`src/rtl/fdiv_pkg.sv`:
```
// Shared types and constants for the FP32 divider issue front-end.
package fdiv_pkg;

  localparam int FLAG_NV = 4;
  localparam int FLAG_DZ = 3;
  localparam int FLAG_OF = 2;
  localparam int FLAG_UF = 1;
  localparam int FLAG_NX = 0;

  localparam int REQ_W = 67;

  typedef enum logic {
    IDLE = 1'b0,
    WAIT = 1'b1
  } fsm_e;

  typedef struct packed {
    logic [2:0]  rm;
    logic [31:0] dividend;
    logic [31:0] divisor;
  } req_t;

  function automatic logic [4:0] pack_flags(input logic nv, input logic dz,
                                            input logic of, input logic uf,
                                            input logic nx);
    logic [4:0] f;
    f          = '0;
    f[FLAG_NV] = nv;
    f[FLAG_DZ] = dz;
    f[FLAG_OF] = of;
    f[FLAG_UF] = uf;
    f[FLAG_NX] = nx;
    return f;
  endfunction

endpackage

```
`src/rtl/fdiv_issue_queue_if.sv`:
```
// Request, divider-side and result handshakes of the FP32 divider issue queue.
interface fdiv_issue_queue_if #(
  parameter int DEPTH = 4,
  parameter int TAG_W = 4
);
  localparam int CNT_W = $clog2(DEPTH) + 1;

  logic             in_valid;
  logic             in_ready;
  logic [2:0]       in_rm;
  logic [31:0]      in_dividend;
  logic [31:0]      in_divisor;
  logic [TAG_W-1:0] in_tag;

  logic             div_valid_in;
  logic [2:0]       div_rm;
  logic [31:0]      div_dividend;
  logic [31:0]      div_divisor;
  logic             div_valid_out;
  logic [31:0]      div_quotient;
  logic             div_nv;
  logic             div_dz;
  logic             div_of;
  logic             div_uf;
  logic             div_nx;

  logic             out_valid;
  logic             out_ready;
  logic [31:0]      out_quotient;
  logic [4:0]       out_flags;
  logic [TAG_W-1:0] out_tag;

  logic             busy;
  logic [CNT_W-1:0] count;

  // Environment side: dispatch, divider model and result consumer.
  modport master (
    output in_valid, in_rm, in_dividend, in_divisor, in_tag,
    output div_valid_out, div_quotient, div_nv, div_dz, div_of, div_uf, div_nx,
    output out_ready,
    input  in_ready, div_valid_in, div_rm, div_dividend, div_divisor,
    input  out_valid, out_quotient, out_flags, out_tag, busy, count
  );

  // Issue queue side.
  modport slave (
    input  in_valid, in_rm, in_dividend, in_divisor, in_tag,
    input  div_valid_out, div_quotient, div_nv, div_dz, div_of, div_uf, div_nx,
    input  out_ready,
    output in_ready, div_valid_in, div_rm, div_dividend, div_divisor,
    output out_valid, out_quotient, out_flags, out_tag, busy, count
  );

endinterface

```
`src/rtl/fdiv_req_fifo.sv`:
```
// Synchronous request FIFO with occupancy count; storage is not reset.
module fdiv_req_fifo #(
  parameter int DEPTH = 4,
  parameter int WIDTH = 71
) (
  input  logic                     clk,
  input  logic                     rst,
  input  logic                     push,
  input  logic [WIDTH-1:0]         wr_data,
  input  logic                     pop,
  output logic [WIDTH-1:0]         rd_data,
  output logic [$clog2(DEPTH):0]   count,
  output logic                     full,
  output logic                     empty
);
  localparam int PTR_W = $clog2(DEPTH);
  localparam logic [PTR_W:0] FULL_CNT = (PTR_W + 1)'(DEPTH);

  logic [WIDTH-1:0] mem [DEPTH];
  logic [PTR_W-1:0] wr_ptr;
  logic [PTR_W-1:0] rd_ptr;
  logic [PTR_W:0]   count_q;
  logic             do_push;
  logic             do_pop;

  assign full    = (count_q == FULL_CNT);
  assign empty   = (count_q == '0);
  assign do_push = push && !full;
  assign do_pop  = pop && !empty;

  // Pointers wrap naturally since DEPTH is a power of two.
  always_ff @(posedge clk or posedge rst) begin
    if (rst) begin
      wr_ptr  <= '0;
      rd_ptr  <= '0;
      count_q <= '0;
    end else begin
      if (do_push) wr_ptr <= wr_ptr + PTR_W'(1);
      if (do_pop)  rd_ptr <= rd_ptr + PTR_W'(1);
      case ({do_push, do_pop})
        2'b10:   count_q <= count_q + (PTR_W + 1)'(1);
        2'b01:   count_q <= count_q - (PTR_W + 1)'(1);
        default: count_q <= count_q;
      endcase
    end
  end

  always_ff @(posedge clk) begin
    if (do_push) mem[wr_ptr] <= wr_data;
  end

  assign rd_data = mem[rd_ptr];
  assign count   = count_q;

endmodule

```
`src/rtl/fdiv_issue_queue.sv`:
```
// Buffers FP32 divide requests and issues them one at a time to a divider
// without backpressure, then holds each tagged result until consumed.
module fdiv_issue_queue
  import fdiv_pkg::*;
#(
  parameter int DEPTH = 4,
  parameter int TAG_W = 4
) (
  input  logic         clk,
  input  logic         rst,
  fdiv_issue_queue_if.slave bus
);
  localparam int CNT_W  = $clog2(DEPTH) + 1;
  localparam int WORD_W = REQ_W + TAG_W;

  if (DEPTH < 2 || (DEPTH & (DEPTH - 1)) != 0) begin : g_bad_depth
    $error("fdiv_issue_queue: DEPTH must be a power of two and at least 2");
  end

  req_t              in_req;
  req_t              head_req;
  logic [TAG_W-1:0]  head_tag;
  logic [WORD_W-1:0] wr_word;
  logic [WORD_W-1:0] rd_word;
  logic [CNT_W-1:0]  fifo_count;
  logic              fifo_full;
  logic              fifo_empty;
  logic              push;

  fsm_e              state_q;
  fsm_e              state_d;
  logic              issue;
  logic              complete;

  logic              out_valid_q;
  logic [31:0]       quot_q;
  logic [4:0]        flags_q;
  logic [TAG_W-1:0]  tag_q;
  logic [TAG_W-1:0]  inflight_tag_q;

  assign in_req  = '{rm: bus.in_rm, dividend: bus.in_dividend, divisor: bus.in_divisor};
  assign wr_word = {in_req, bus.in_tag};
  assign {head_req, head_tag} = rd_word;
  assign push    = bus.in_valid && !fifo_full;

  fdiv_req_fifo #(
    .DEPTH (DEPTH),
    .WIDTH (WORD_W)
  ) u_fifo (
    .clk     (clk),
    .rst     (rst),
    .push    (push),
    .wr_data (wr_word),
    .pop     (issue),
    .rd_data (rd_word),
    .count   (fifo_count),
    .full    (fifo_full),
    .empty   (fifo_empty)
  );

  // Issue only when the result slot is empty or being drained this cycle, so
  // a completion can always land in it.
  always_comb begin
    state_d  = state_q;
    issue    = 1'b0;
    complete = 1'b0;
    case (state_q)
      IDLE: begin
        if (!fifo_empty && (!out_valid_q || bus.out_ready)) begin
          issue   = 1'b1;
          state_d = WAIT;
        end
      end
      WAIT: begin
        if (bus.div_valid_out) begin
          complete = 1'b1;
          state_d  = IDLE;
        end
      end
      default: state_d = IDLE;
    endcase
  end

  always_ff @(posedge clk or posedge rst) begin
    if (rst) begin
      state_q     <= IDLE;
      out_valid_q <= 1'b0;
    end else begin
      state_q <= state_d;
      if (complete)
        out_valid_q <= 1'b1;
      else if (out_valid_q && bus.out_ready)
        out_valid_q <= 1'b0;
    end
  end

  always_ff @(posedge clk) begin
    if (issue) inflight_tag_q <= head_tag;
    if (complete) begin
      quot_q  <= bus.div_quotient;
      flags_q <= pack_flags(bus.div_nv, bus.div_dz, bus.div_of, bus.div_uf, bus.div_nx);
      tag_q   <= inflight_tag_q;
    end
  end

  assign bus.in_ready     = !fifo_full;
  assign bus.count        = fifo_count;
  assign bus.div_valid_in = issue;
  assign bus.div_rm       = head_req.rm;
  assign bus.div_dividend = head_req.dividend;
  assign bus.div_divisor  = head_req.divisor;
  assign bus.out_valid    = out_valid_q;
  assign bus.out_quotient = quot_q;
  assign bus.out_flags    = flags_q;
  assign bus.out_tag      = tag_q;
  assign bus.busy         = !fifo_empty || (state_q == WAIT) || out_valid_q;

endmodule

```
`src/flat_wrapper.sv`:
```
// flat-port wrapper written by rule: the top's interface ports become plain ports
module fdiv_issue_queue_flat import fdiv_pkg::*;
#(
  parameter int DEPTH = 4,
  parameter int TAG_W = 4
)
  (clk, rst, bus_in_valid, bus_in_rm, bus_in_dividend, bus_in_divisor, bus_in_tag, bus_div_valid_out, bus_div_quotient, bus_div_nv, bus_div_dz, bus_div_of, bus_div_uf, bus_div_nx, bus_out_ready, bus_in_ready, bus_div_valid_in, bus_div_rm, bus_div_dividend, bus_div_divisor, bus_out_valid, bus_out_quotient, bus_out_flags, bus_out_tag, bus_busy, bus_count);
  fdiv_issue_queue_if #(.DEPTH(DEPTH), .TAG_W(TAG_W)) bus_i ();
  input  logic clk;
  input  logic rst;
  input wire logic [$bits(bus_i.in_valid)-1:0] bus_in_valid;
  input wire logic [$bits(bus_i.in_rm)-1:0] bus_in_rm;
  input wire logic [$bits(bus_i.in_dividend)-1:0] bus_in_dividend;
  input wire logic [$bits(bus_i.in_divisor)-1:0] bus_in_divisor;
  input wire logic [$bits(bus_i.in_tag)-1:0] bus_in_tag;
  input wire logic [$bits(bus_i.div_valid_out)-1:0] bus_div_valid_out;
  input wire logic [$bits(bus_i.div_quotient)-1:0] bus_div_quotient;
  input wire logic [$bits(bus_i.div_nv)-1:0] bus_div_nv;
  input wire logic [$bits(bus_i.div_dz)-1:0] bus_div_dz;
  input wire logic [$bits(bus_i.div_of)-1:0] bus_div_of;
  input wire logic [$bits(bus_i.div_uf)-1:0] bus_div_uf;
  input wire logic [$bits(bus_i.div_nx)-1:0] bus_div_nx;
  input wire logic [$bits(bus_i.out_ready)-1:0] bus_out_ready;
  output wire logic [$bits(bus_i.in_ready)-1:0] bus_in_ready;
  output wire logic [$bits(bus_i.div_valid_in)-1:0] bus_div_valid_in;
  output wire logic [$bits(bus_i.div_rm)-1:0] bus_div_rm;
  output wire logic [$bits(bus_i.div_dividend)-1:0] bus_div_dividend;
  output wire logic [$bits(bus_i.div_divisor)-1:0] bus_div_divisor;
  output wire logic [$bits(bus_i.out_valid)-1:0] bus_out_valid;
  output wire logic [$bits(bus_i.out_quotient)-1:0] bus_out_quotient;
  output wire logic [$bits(bus_i.out_flags)-1:0] bus_out_flags;
  output wire logic [$bits(bus_i.out_tag)-1:0] bus_out_tag;
  output wire logic [$bits(bus_i.busy)-1:0] bus_busy;
  output wire logic [$bits(bus_i.count)-1:0] bus_count;
  assign bus_i.in_valid = bus_in_valid;
  assign bus_i.in_rm = bus_in_rm;
  assign bus_i.in_dividend = bus_in_dividend;
  assign bus_i.in_divisor = bus_in_divisor;
  assign bus_i.in_tag = bus_in_tag;
  assign bus_i.div_valid_out = bus_div_valid_out;
  assign bus_i.div_quotient = bus_div_quotient;
  assign bus_i.div_nv = bus_div_nv;
  assign bus_i.div_dz = bus_div_dz;
  assign bus_i.div_of = bus_div_of;
  assign bus_i.div_uf = bus_div_uf;
  assign bus_i.div_nx = bus_div_nx;
  assign bus_i.out_ready = bus_out_ready;
  assign bus_in_ready = bus_i.in_ready;
  assign bus_div_valid_in = bus_i.div_valid_in;
  assign bus_div_rm = bus_i.div_rm;
  assign bus_div_dividend = bus_i.div_dividend;
  assign bus_div_divisor = bus_i.div_divisor;
  assign bus_out_valid = bus_i.out_valid;
  assign bus_out_quotient = bus_i.out_quotient;
  assign bus_out_flags = bus_i.out_flags;
  assign bus_out_tag = bus_i.out_tag;
  assign bus_busy = bus_i.busy;
  assign bus_count = bus_i.count;
  fdiv_issue_queue #(.DEPTH(DEPTH), .TAG_W(TAG_W)) u_core (.clk(clk), .rst(rst), .bus(bus_i));
endmodule
```
`config.mk`:
```
export PLATFORM = sky130hd
export DESIGN_NAME = fdiv_issue_queue_flat
export DESIGN_NICKNAME = d
export VERILOG_FILES = /design/src/rtl/fdiv_pkg.sv /design/src/rtl/fdiv_issue_queue_if.sv /design/src/rtl/fdiv_req_fifo.sv /design/src/rtl/fdiv_issue_queue.sv /design/src/flat_wrapper.sv
export SDC_FILE = /design/constraint.sdc
export NUM_CORES = 1
export LEC_CHECK = 0
export BUFFER_PORTS_ARGS = -buffer_cell sky130_fd_sc_hd__buf_2
export CAP_MARGIN = 10
export CORE_MARGIN = 3
export CORE_UTILIZATION = 50
export CTS_BUF_LIST = sky130_fd_sc_hd__clkbuf_8
export DETAILED_ROUTE_END_ITERATION = 16
export PLACE_DENSITY = 0.73
export SLEW_MARGIN = 10
export SYNTH_ARGS = -nofsm -noshare
export SYNTH_HDL_FRONTEND = slang
export SYNTH_SLANG_ARGS = --single-unit
```
`constraint.sdc`:
```
create_clock -name clk -period 2.9 [get_ports clk]
set_input_delay 0 -clock clk [delete_from_list [all_inputs] [get_ports clk]]
set_output_delay 0 -clock clk [all_outputs]
set_load 0.1 [all_outputs]
```
=== Word-level counts from Yosys, hierarchy flattened ===
Memories as Yosys holds them, arrays and structs flattened.
Cells that the tools add are included.

* Memory bits (writable): 284
* Memories kept: 1
* Register bits after elaboration: 54

* Mux-type cells: 11
* $add $sub $neg: 4
* Bitwise operators: 1
* Reductions and logical operators: 14
* Equality and inequality tests: 3

{| class="wikitable"
|+ Memory list
! memory !! depth !! bits a word !! read ports !! clocked after memory_dff !! wr ports !! RTL line !! RTL
|-
| u_core.u_fifo.mem || 4 || 71 || 1 || 0 || 1 || fdiv_req_fifo.sv:19 || <nowiki>logic [WIDTH-1:0] mem [DEPTH];</nowiki>
|}

{| class="wikitable"
|+ Operators with widths
! kind !! number
|-
| two-way mux 1 bit || 9
|-
| case mux 3 bit (2 select lines) || 1
|-
| logical AND 1 bit || 5
|-
| adder 2 x 1 -> 2 bit (second input constant) || 2
|-
| nonzero test 2 bit || 2
|-
| adder 3 x 1 -> 3 bit (second input constant) || 1
|-
| == test 3 bit (second input constant) || 1
|-
| zero test 1 bit || 3
|-
| zero test 3 bit || 1
|-
| logical OR 1 bit || 3
|-
| subtractor 3 x 1 -> 3 bit (second input constant) || 1
|-
| == test 2 x 1 -> 1 bit (second input constant) || 1
|-
| == test 2 bit (second input constant) || 1
|-
| case mux 1 bit (2 select lines) || 1
|-
| inverter 1 bit || 1
|}

=== Logic depth before layout (Yosys ltp) ===
Gate-level depths: netlist of run 1.

* Depth in word-level cells: 8
* Gate-level depth with buffers: 9
* Gate-level depth less buffers: 9

=== By module ===
From an unflattened synthesis of run 1, not the netlist that was laid out.

* Cell total of the unflattened synthesis: 467
* Area, all modules: 12,209.2 um2

{| class="wikitable"
|+ Modules (own cells, without submodules)
! module !! area each (um2) !! cells each !! instances
|-
| fdiv_req_fifo || 10,747.8 || 409 || 1
|-
| fdiv_issue_queue || 1,461.4 || 58 || 1
|}

=== Worst setup path after synthesis of run 1 ===
No wires, ideal clock.

* Kind: reg-to-reg
* Start point: register u_core.u_fifo.count_q[2] (netlist: u_core.u_fifo.count[2])
* End point: register u_core.inflight_tag_q[0] (enable)
* Path slack: -1.120 ns
* Arrival time: 3.555 ns
* Required time: 2.435 ns
* Buffers on the path: 0
* Stages on the path, launching flop included: 3
* Library setup time: 0.465 ns
* Cell sequence: dfrtp_1 -> nor3_1 -> nor3_1

* Longest elaborated chain between the ends: 5

{| class="wikitable"
|+ RTL lines
! what !! RTL line !! RTL
|-
| start: declaration || fdiv_req_fifo.sv:22 || <nowiki>logic [PTR_W:0] count_q;</nowiki>
|-
| start signal: assignment || fdiv_req_fifo.sv:41 || <nowiki>2'b10: count_q <= count_q + (PTR_W + 1)'(1);</nowiki>
|-
| start signal: assignment || fdiv_req_fifo.sv:42 || <nowiki>2'b01: count_q <= count_q - (PTR_W + 1)'(1);</nowiki>
|-
| start signal: assignment || fdiv_req_fifo.sv:43 || <nowiki>default: count_q <= count_q;</nowiki>
|-
| zero test 3 bit || fdiv_req_fifo.sv:27 || <nowiki>assign empty = (count_q == '0);</nowiki>
|-
| zero test 1 bit || fdiv_issue_queue.sv:69 || <nowiki>if (!fifo_empty && (!out_valid_q || bus.out_ready)) begin</nowiki>
|-
| logical AND 1 bit || fdiv_issue_queue.sv:69 ||
|-
| two-way mux 1 bit || fdiv_issue_queue.sv:69 ||
|-
| two-way mux 1 bit || fdiv_issue_queue.sv:67 || <nowiki>case (state_q)</nowiki>
|-
| via bus_div_valid_in || flat_wrapper.sv:25 || <nowiki>output wire logic [$bits(bus_i.div_valid_in)-1:0] bus_div_valid_in;</nowiki>
|-
| end signal: assignment || fdiv_issue_queue.sv:98 || <nowiki>if (issue) inflight_tag_q <= head_tag;</nowiki>
|-
| end: declaration || fdiv_issue_queue.sv:39 || <nowiki>logic [TAG_W-1:0] inflight_tag_q;</nowiki>
|}

The timed path passes the listed nets, and every way through them passes these cells.
A chain may end at the register's enable or synchronous reset.

=== Final worst setup path of run 1 ===
* Start point: register u_core.u_fifo.rd_ptr[0]
* End point: output bus_div_rm[0]

* Longest elaborated chain between the ends: 1

{| class="wikitable"
|+ RTL lines
! what !! RTL line !! RTL
|-
| start: declaration || fdiv_req_fifo.sv:21 || <nowiki>logic [PTR_W-1:0] rd_ptr;</nowiki>
|-
| start signal: assignment || fdiv_req_fifo.sv:39 || <nowiki>if (do_pop) rd_ptr <= rd_ptr + PTR_W'(1);</nowiki>
|-
| memory (4 x 71 bit) || -- ||
|-
| end: declaration || flat_wrapper.sv:26 || <nowiki>output wire logic [$bits(bus_i.div_rm)-1:0] bus_div_rm;</nowiki>
|}

Every way passes these cells.

==> reports/metrics.csv, run 1 <==
metric;value;unit
outcome;finished, final reports clean;
Hold Path Stages;2;
pre-CTS setup slack;0.657;ns
final WL;24.2;mm
Crit path max-delay family;buffers and inverters;
RR Endpoint;u_core.u_fifo.count[2];
top sig layer;met4;
#FFs+latches synth;338;
first-pass GRT wire length;36.7;mm
clk sinks;338;
top cell type's share of synthesized area;78.4;%
fin crit period;2.47;ns
CTS Buffer Depth;3;
HP Class;in -> reg;
mapped cell area;12600;um^2
Max Cap Viol;0;
FF-to-FF path depth;9;
Slew Viols, Final;0;
CP endpoint kind;output pin;
# IOs;228;
crit-path max FO;22;
worst endpoint required time;2.90;ns
clock-pin slew on the worst setup and hold paths;0.06;ns
most frequent cell after synthesis;edfxtp_1;
TritonCTS clock tree;built;
cell count after synthesis;531;
CP max-delay cell;mux4_2;
Finished Core Util;64.4;%
DR pass1 iterations;4;
Inst Count DP;1012;
Synth async-reset ratio;2.66;%
RSZ-0062 raised after global routing;no;
count of final setup violators;0;
drt drc;0;
CP Buf/Inv Count;2;
core area;24500;um^2
CTS resizes;0;
Starting Density;51.4;%
Worst Skew;0.0195;ns
Crit path arrival time;2.47;ns
synth top area cells;edfxtp_1 (78%), mux4_2 (13%), buf_4 (4.4%);
Die Ht;165;um
Post-synth top flop;edfxtp_1;
Hold Violations, Final;0;
CP startpoint kind;flop;
Initial DRC Count;396;
Mapped Avg Cell Area;23.7;um^2
max incr delay on CP;0.60;ns
nets;973;
fraction of layout cells with a size suffix above 1;43.5;%
number of global-route vias before repair;6660;
Layout area overhead;25.4;%
Setup WS post-layout;0.431;ns
gr ovfl total;0;
hold buffer count at cts;113;
Final HPWL DP;14.7;mm
vias;6118;
post-route clock period utilization;85.1;%
Post-synth EDFFs;329;
routability cong.;0.761;
top post-synthesis cells by count;edfxtp_1 (329), buf_4 (74), mux4_2 (71);
Rows;57;
worst-margin pin slew;0.896;ns
Synth warnings;0;
Routed WL per cell;19.8;um
post-synthesis cell type count;25;
number of routed nets with antenna violations;0;
met2 WL;12.3;mm
Fmax;0.405;GHz
Final Non-Filler Cells;1220;
via/cell ratio;5.01;
largest net degree at the start of global routing;43;
die width;165;um
Metal-1 WL;9.52;mm
Slew headroom;40.2;%
clk_lat worst skew;0.56;ns
htree depth;2;
hold_sp;bus_div_quotient[25];
DR WL met3;1.82;mm
Post-CTS Setup Bufs;0;
overall global routing resource usage;18.0;%
r2r setup slk;0.64;ns
R2R Path Start;u_core.u_fifo.count[0];
Root Buffer;clkbuf_8;
initial antenna violation count;2;
CP Class;reg -> out;
cell accounting for the most synthesized area;edfxtp_1;
Post-Syn Nets;650;
die area;27200;um^2
sequential area share after synthesis;80.2;%
port buffer count;227;
Endpoint, Worst Hold;u_core.bus.out_quotient[25];
total CTS buffers;51;
CP Cell Sequence;buf_4 -> mux4_2 -> buf_2;
[per-layer routing]
layer | vias up | track usage, %
met2 | 250 | 30.3
met3 | 42 | 4.41
met1 | 3063 | 22.8
li1 | 2763 | -
met5 | - | 0
met4 | 0 | 6.52
[stage by stage]
step                      TNS [ns]  area (um^2)  hold WS [ns]
after CTS                        0        15800         0.115
final                            0        15800         0.158
after global routing             0        15800         0.137
after global placement           0        13800       -0.0290
after floorplan              -1.48        12600        -0.172
after detailed placement         0        13800       -0.0109
[worst reg2reg max path: cells and delay by family, from the launching register on]
family                   cells  cell delay (ns)
AND/OR/NAND/NOR              3             0.74
adder cells (fa/ha/maj)      2             0.55
flip-flops                   1             0.43
XOR/XNOR                     2             0.33
buffers and inverters        2             0.13
[how the worst max path moves through the flow]
| stage | startpoint | endpoint | slack (ns) | cells past startpoint |
|---|---|---|---|---|
| 3_5_place_dp | u_core.u_fifo.count[0] | u_core.u_fifo.count[2] | 0.66 | 9 |
| 5_1_grt | u_core.u_fifo.rd_ptr[0] | bus_div_dividend[13] | 0.28 | 3 |
| 2_1_floorplan | u_core.u_fifo.count[0] | u_core.u_fifo.mem[0][0] | -0.005 | 2 |
| 4_1_cts | u_core.u_fifo.rd_ptr[0] | bus_div_dividend[13] | 0.35 | 3 |
| 3_3_place_gp | u_core.u_fifo.count[0] | u_core.u_fifo.count[2] | 0.70 | 9 |
| 6_report | u_core.u_fifo.rd_ptr[0] | bus_div_rm[0] | 0.43 | 3 |
[layout by cell type, fill, tap and decap left out, drive strengths merged, types with 2 or more instances in the layout]
master / Yosys / layout
clkinv: 0 / 24
clkbuf: 5 / 51
and2: 2 / 2
dfrtp: 9 / 9
nor3: 3 / 3
edfxtp: 329 / 329
diode: 0 / 2
and3: 4 / 4
dlygate4sd3: 0 / 113
inv: 8 / 25
buf: 78 / 240
xnor2: 2 / 2
xor2: 4 / 4
nor2: 2 / 2
mux4: 71 / 71
ha: 5 / 5
[state kept, by name, summed over array words and instances, names as in the netlist]
name,cells
u_core.bus.out_tag,4
u_core.bus.out_valid,1
u_core.bus.out_flags,5
u_core.u_fifo.mem,284
u_core.inflight_tag_q,4
u_core.u_fifo.rd_ptr,2
u_core.state_q,1
u_core.u_fifo.wr_ptr,2
u_core.u_fifo.count,3
u_core.bus.out_quotient,32
[cells by family after synthesis]
logic type               count (synthesis)  synth area share [%]
AO/OA/AOI/OAI                            1                0.0596
XOR/XNOR                                 6                 0.417
adder cells (fa/ha/maj)                  6                 0.655
buffers and inverters                   91                  5.00
flip-flops                             338                  80.2
multiplexers                            73                  12.9
AND/OR/NAND/NOR                         16                 0.824
[area by class of cell]
| cell class | count | area (um^2) |
|---|---|---|
| timing repair buffer | 353 | 2440 |
| inverter | 8 | 30.0 |
| multi-input combinational | 102 | 1900 |
| fill | 1634 | 8730 |
| tap | 324 | 405 |
| antenna | 2 | 5.00 |
| sequential | 338 | 10100 |
| clock inverter | 42 | 214 |
| clock buffer | 51 | 702 |
Power of run 1 is left out: the tool's default activity adds up to more than one toggle a clock period on the data nets, which glitch-free logic cannot reach.
==> run 2, diff against run 1 <==
HOLD_SLACK_MARGIN = 0.08   (was not set)
SYNTH_HIERARCHICAL = 1   (was not set)
==> reports/metrics.csv, run 2 <==
metric;value;unit
DR WL met3;1.40;mm
sequential area share after synthesis;82.8;%
via/cell ratio;5.09;
CP endpoint kind;output pin;
# IOs;228;
TritonCTS clock tree;built;
number of flip-flops in the largest register;284;
worst endpoint required time;2.90;ns
total CTS buffers;51;
initial antenna violation count;1;
ant diodes;0;
gr ovfl total;0;
most flop-heavy register;u_core/u_fifo/mem;
Rows;56;
Layout area overhead;29.4;%
Routed WL per cell;20.2;um
Hold Violations, Final;0;
Slew headroom;38.2;%
clk sinks;338;
die width;162;um
cell count after synthesis;467;
CTS resizes;0;
#FFs+latches synth;338;
Root Buffer;clkbuf_8;
top sig layer;met5;
most common cell after layout, fill and taps aside;edfxtp_1;
Starting Density;51.4;%
fin crit period;2.52;ns
fraction of layout cells with a size suffix above 1;43.1;%
Metal-1 WL;9.18;mm
Setup WS post-layout;0.379;ns
vias;6178;
number of routed nets with antenna violations;0;
Hold Path Stages;2;
Crit path arrival time;2.52;ns
Worst Skew;0.0286;ns
largest net degree at the start of global routing;72;
htree depth;2;
top cell type's share of synthesized area;80.9;%
count of final setup violators;0;
Post-synth EDFFs;329;
Synth warnings;6;
Max Cap Viol;0;
Post-Syn Nets;586;
post-synthesis cell type count;25;
most frequent cells in the layout;edfxtp_1 (329), buf_2 (227), dlygate4sd3_1 (114);
top post-synthesis cells by count;edfxtp_1 (329), mux4_2 (70), dfrtp_1 (9), inv_1 (9), buf_2 (8);
met2 WL;13.3;mm
Die Ht;162;um
core area;23800;um^2
synth top area cells;edfxtp_1 (81%), mux4_2 (13%), dfrtp_1 (1.8%);
most frequent cell after synthesis;edfxtp_1;
Mapped Avg Cell Area;26.1;um^2
Synth async-reset ratio;2.66;%
number of global-route vias before repair;6788;
pre-CTS setup slack;0.611;ns
clock-pin slew on the worst setup and hold paths;0.06;ns
final WL;24.5;mm
DR pass1 iterations;4;
CTS Buffer Depth;3;
CP Class;reg -> out;
die area;26300;um^2
nets;978;
Setup Total Neg Slack;0;ns
outcome;finished, final reports clean;
Final HPWL DP;15.0;mm
mapped cell area;12200;um^2
HP Class;in -> reg;
routability cong.;0.776;
post-route clock period utilization;86.9;%
cell accounting for the most synthesized area;edfxtp_1;
crit-path max FO;36;
post-route cell area;15800;um^2
clk_lat worst skew;0.56;ns
Post-synth top flop;edfxtp_1;
tightest hold margin;0.144;ns
Slew Viols, Final;0;
port buffer count;227;
overall global routing resource usage;18.8;%
FF-to-FF path depth;9;
first-pass GRT wire length;37.5;mm
Initial DRC Count;437;
drt drc;0;
Cell Area, Placed;13800;um^2
CP startpoint kind;flop;
RSZ-0062 raised after global routing;no;
worst-margin pin slew;0.928;ns
Fmax;0.397;GHz
[run 2: changes by cell type after synthesis, sizes merged, moves of 2 or more]
cell,delta
and2,+3
buf,-62
nor2b,+2
clkbuf,-5
and3,-4
[run 2: area by class of cell]
cell class / instances / area [um^2]
multi-input cells: 104 / 1900
flip-flops and latches: 338 / 10100
repair buffers: 355 / 2460
well taps: 319 / 399
clock buffers: 53 / 729
inverters: 9 / 33.8
fillers: 1537 / 7960
clock inverters: 36 / 150
[run 2: final timing paths]
check                                              start                     endpoint  slack [ns]
worst min-delay path                bus_div_quotient[12]  u_core/bus.out_quotient[12]        0.14
worst max register to register    u_core/u_fifo/count[0]       u_core/u_fifo/count[2]        0.57
worst min register to register  u_core/inflight_tag_q[3]        u_core/bus.out_tag[3]        0.43
min in group asynchronous                            rst               u_core/state_q        0.44
max in group asynchronous                            rst      u_core/u_fifo/rd_ptr[0]        2.12
worst max-delay path             u_core/u_fifo/rd_ptr[0]         bus_div_dividend[23]        0.38
[run 2: kinds of logic after synthesis]
group,count (synthesis),synth area share (%)
buffers and inverters,25,1.84
and+or+nand+nor,17,0.851
muxes,73,13.3
DFF,338,82.8
AOI/OAI and AO/OA,2,0.133
adders and majority gates,6,0.676
xor gates and xnor gates,6,0.430
[run 2: critical path, cell delays in order, from the launching register on]
cell     delay (ns)
dfrtp_4        0.69
buf_12         0.33
mux4_2         0.58
buf_2          0.31
[run 2: per-layer routing]
metal | global-route usage, % | up-vias
li1 | - | 2761
met1 | 22.6 | 3140
met2 | 34.0 | 223
met3 | 3.88 | 52
met4 | 6.51 | 2
met5 | 0 | -
[run 2: repair_timing]
item	4_1_cts	5_1_grt
hold endpoints to repair	337	0
buffers inserted	0	0
hold buffers	114	0
[run 2: stage by stage]
step	instances	utilization [%]
6_report	1214	66.5
3_3_place_gp	1011	58.0
2_1_floorplan	467	-
4_1_cts	1214	66.5
5_1_grt	1214	66.5
3_5_place_dp	1011	58.0
Power of run 2 is left out for the same reason.
==> run 3, diff against run 2 <==
CORE_ASPECT_RATIO = 1.1   (was not set)
CTS_BUF_LIST = sky130_fd_sc_hd__clkbuf_16   (was sky130_fd_sc_hd__clkbuf_8)
==> reports/metrics.csv, run 3 (synthesis results as in run 2) <==
metric;value;unit
number of flip-flops in the largest register;284;
Routed WL per cell;21.4;um
most flop-heavy register;u_core/u_fifo/mem;
RR Endpoint;u_core/u_fifo/count[2];
clock-pin slew on the worst setup and hold paths;0.06;ns
Reg area;10100;um^2
Initial DRC Count;364;
drt drc;0;
CTS Buffer Depth;3;
CP Cell Sequence;nor3_1 -> nor3_4 -> o31a_1 -> ha_1 -> inv_1 -> fa_1 -> xor2_1 -> nor2_1 -> xor2_1;
most used cell, CP;xor2_1;
RSZ-0062 raised after global routing;no;
post-route clock period utilization;81.5;%
hold_sp;bus_in_valid;
final WL;25.0;mm
hold buffer count at cts;113;
r2r setup slk;0.54;ns
Fmax;0.423;GHz
worst endpoint required time;3.31;ns
clk sinks;338;
most common cell after layout, fill and taps aside;edfxtp_1;
Slew Viols, Final;0;
R2R Path Start;u_core/u_fifo/count[0];
number of global-route vias before repair;6711;
largest net degree at the start of global routing;72;
CP Buf/Inv Count;1;
overall global routing resource usage;19.1;%
fraction of layout cells with a size suffix above 1;42.4;%
vias;6128;
Slew headroom;38.6;%
port buffer count;227;
Hold Path Stages;4;
clk_lat worst skew;0.50;ns
die width;155;um
worst-margin pin slew;0.921;ns
crit-path max FO;6;
most frequent cells in the layout;edfxtp_1 (329), buf_2 (227), dlygate4sd3_1 (113);
htree depth;2;
max incr delay on CP;0.45;ns
Critical Path Source;u_core/u_fifo/count[0];
routability cong.;0.829;
Hold Violations, Final;0;
outcome;finished, final reports clean;
fin crit period;2.36;ns
total CTS buffers;35;
Worst Skew;0.00766;ns
CP startpoint kind;flop;
Crit path arrival time;2.78;ns
# IOs;228;
Die Ht;170;um
fill count;1507;
FF-to-FF path depth;9;
HP Class;in -> reg;
nets;957;
Setup WS post-layout;0.536;ns
DR pass1 iterations;7;
Root Buffer;clkbuf_16;
Layout area overhead;30.8;%
Starting Density;51.2;%
Final HPWL DP;14.8;mm
Crit path max-delay family;simple AND/OR/NAND/NOR gates;
count of final setup violators;0;
Cell Area, Placed;13800;um^2
via/cell ratio;5.24;
Inst Count DP;993;
Multi-input gate area;1900;um^2
TritonCTS clock tree;built;
CTS resizes;0;
Max Cap Viol;0;
pre-CTS setup slack;0.523;ns
Endpoint, Worst Hold;u_core/u_fifo/wr_ptr[0];
number of routed nets with antenna violations;0;
Final Non-Filler Cells;1170;
CP endpoint kind;flop;
die area;26300;um^2
Rows;59;
post-route cell area;16000;um^2
CP Class;reg -> reg;
gr ovfl total;0;
first-pass GRT wire length;38.6;mm
CP max-delay cell;dfrtp_4;
Post-CTS Setup Bufs;0;
initial antenna violation count;1;
core area;23800;um^2
==> run 3: cell types whose count changed in the layout (fill, tap and decap cells not counted), sizes merged <==
cell,delta
buf,-4
bufinv,+2
clkbuf,-17
clkinv,-8
diode,+1
dlygate4sd3,-1
inv,-3
==> run 3: worst min-delay path, cell delays in order <==
cell and delay [ns]:
buf_2 0.10, nor2b_1 0.12, nor2b_2 0.20, xnor2_1 0.14
==> run 3: worst max-delay path by stage <==
stage / endpoint / depth (start not counted)
after floorplan: u_core/u_fifo/count[2] / 9
after global placement: u_core/u_fifo/count[2] / 9
after detailed placement: u_core/u_fifo/count[2] / 9
after CTS: u_core/u_fifo/count[2] / 9
after global routing: u_core/u_fifo/count[2] / 9
final: u_core/u_fifo/count[2] / 9
==> run 3: metrics by stage <==
step / util, % / hold slack (ns) / TNS (ns)
after detailed placement: 57.7 / -0.125 / 0
after global routing: 67.0 / 0.128 / 0
after CTS: 67.0 / 0.0817 / 0
final: 67.0 / 0.0992 / 0
after global placement: 57.7 / -0.131 / 0
after floorplan: - / -0.259 / -0.245
==> run 3: layout make-up <==
type / instances / area share, %
sequential: 338 / 63.4
timing repair buffer: 350 / 15.3
multi-input combinational: 104 / 11.9
clock buffer: 36 / 5.64
tap: 305 / 2.39
clock inverter: 27 / 1.13
inverter: 9 / 0.212
antenna: 1 / 0.0157
==> run 3: layer usage <==
layer  up-vias  track usage [%]  part of all wire (%)  wire length (um)
met1      3125             24.2                    39              9700
met3        40             3.94                   6.3              1580
li1       2716                -                     -                 -
met4         0             5.30                   2.0               504
met2       247             33.9                    53             13200
met5         -                0                     0                 0
Power of run 3 is left out for the same reason.
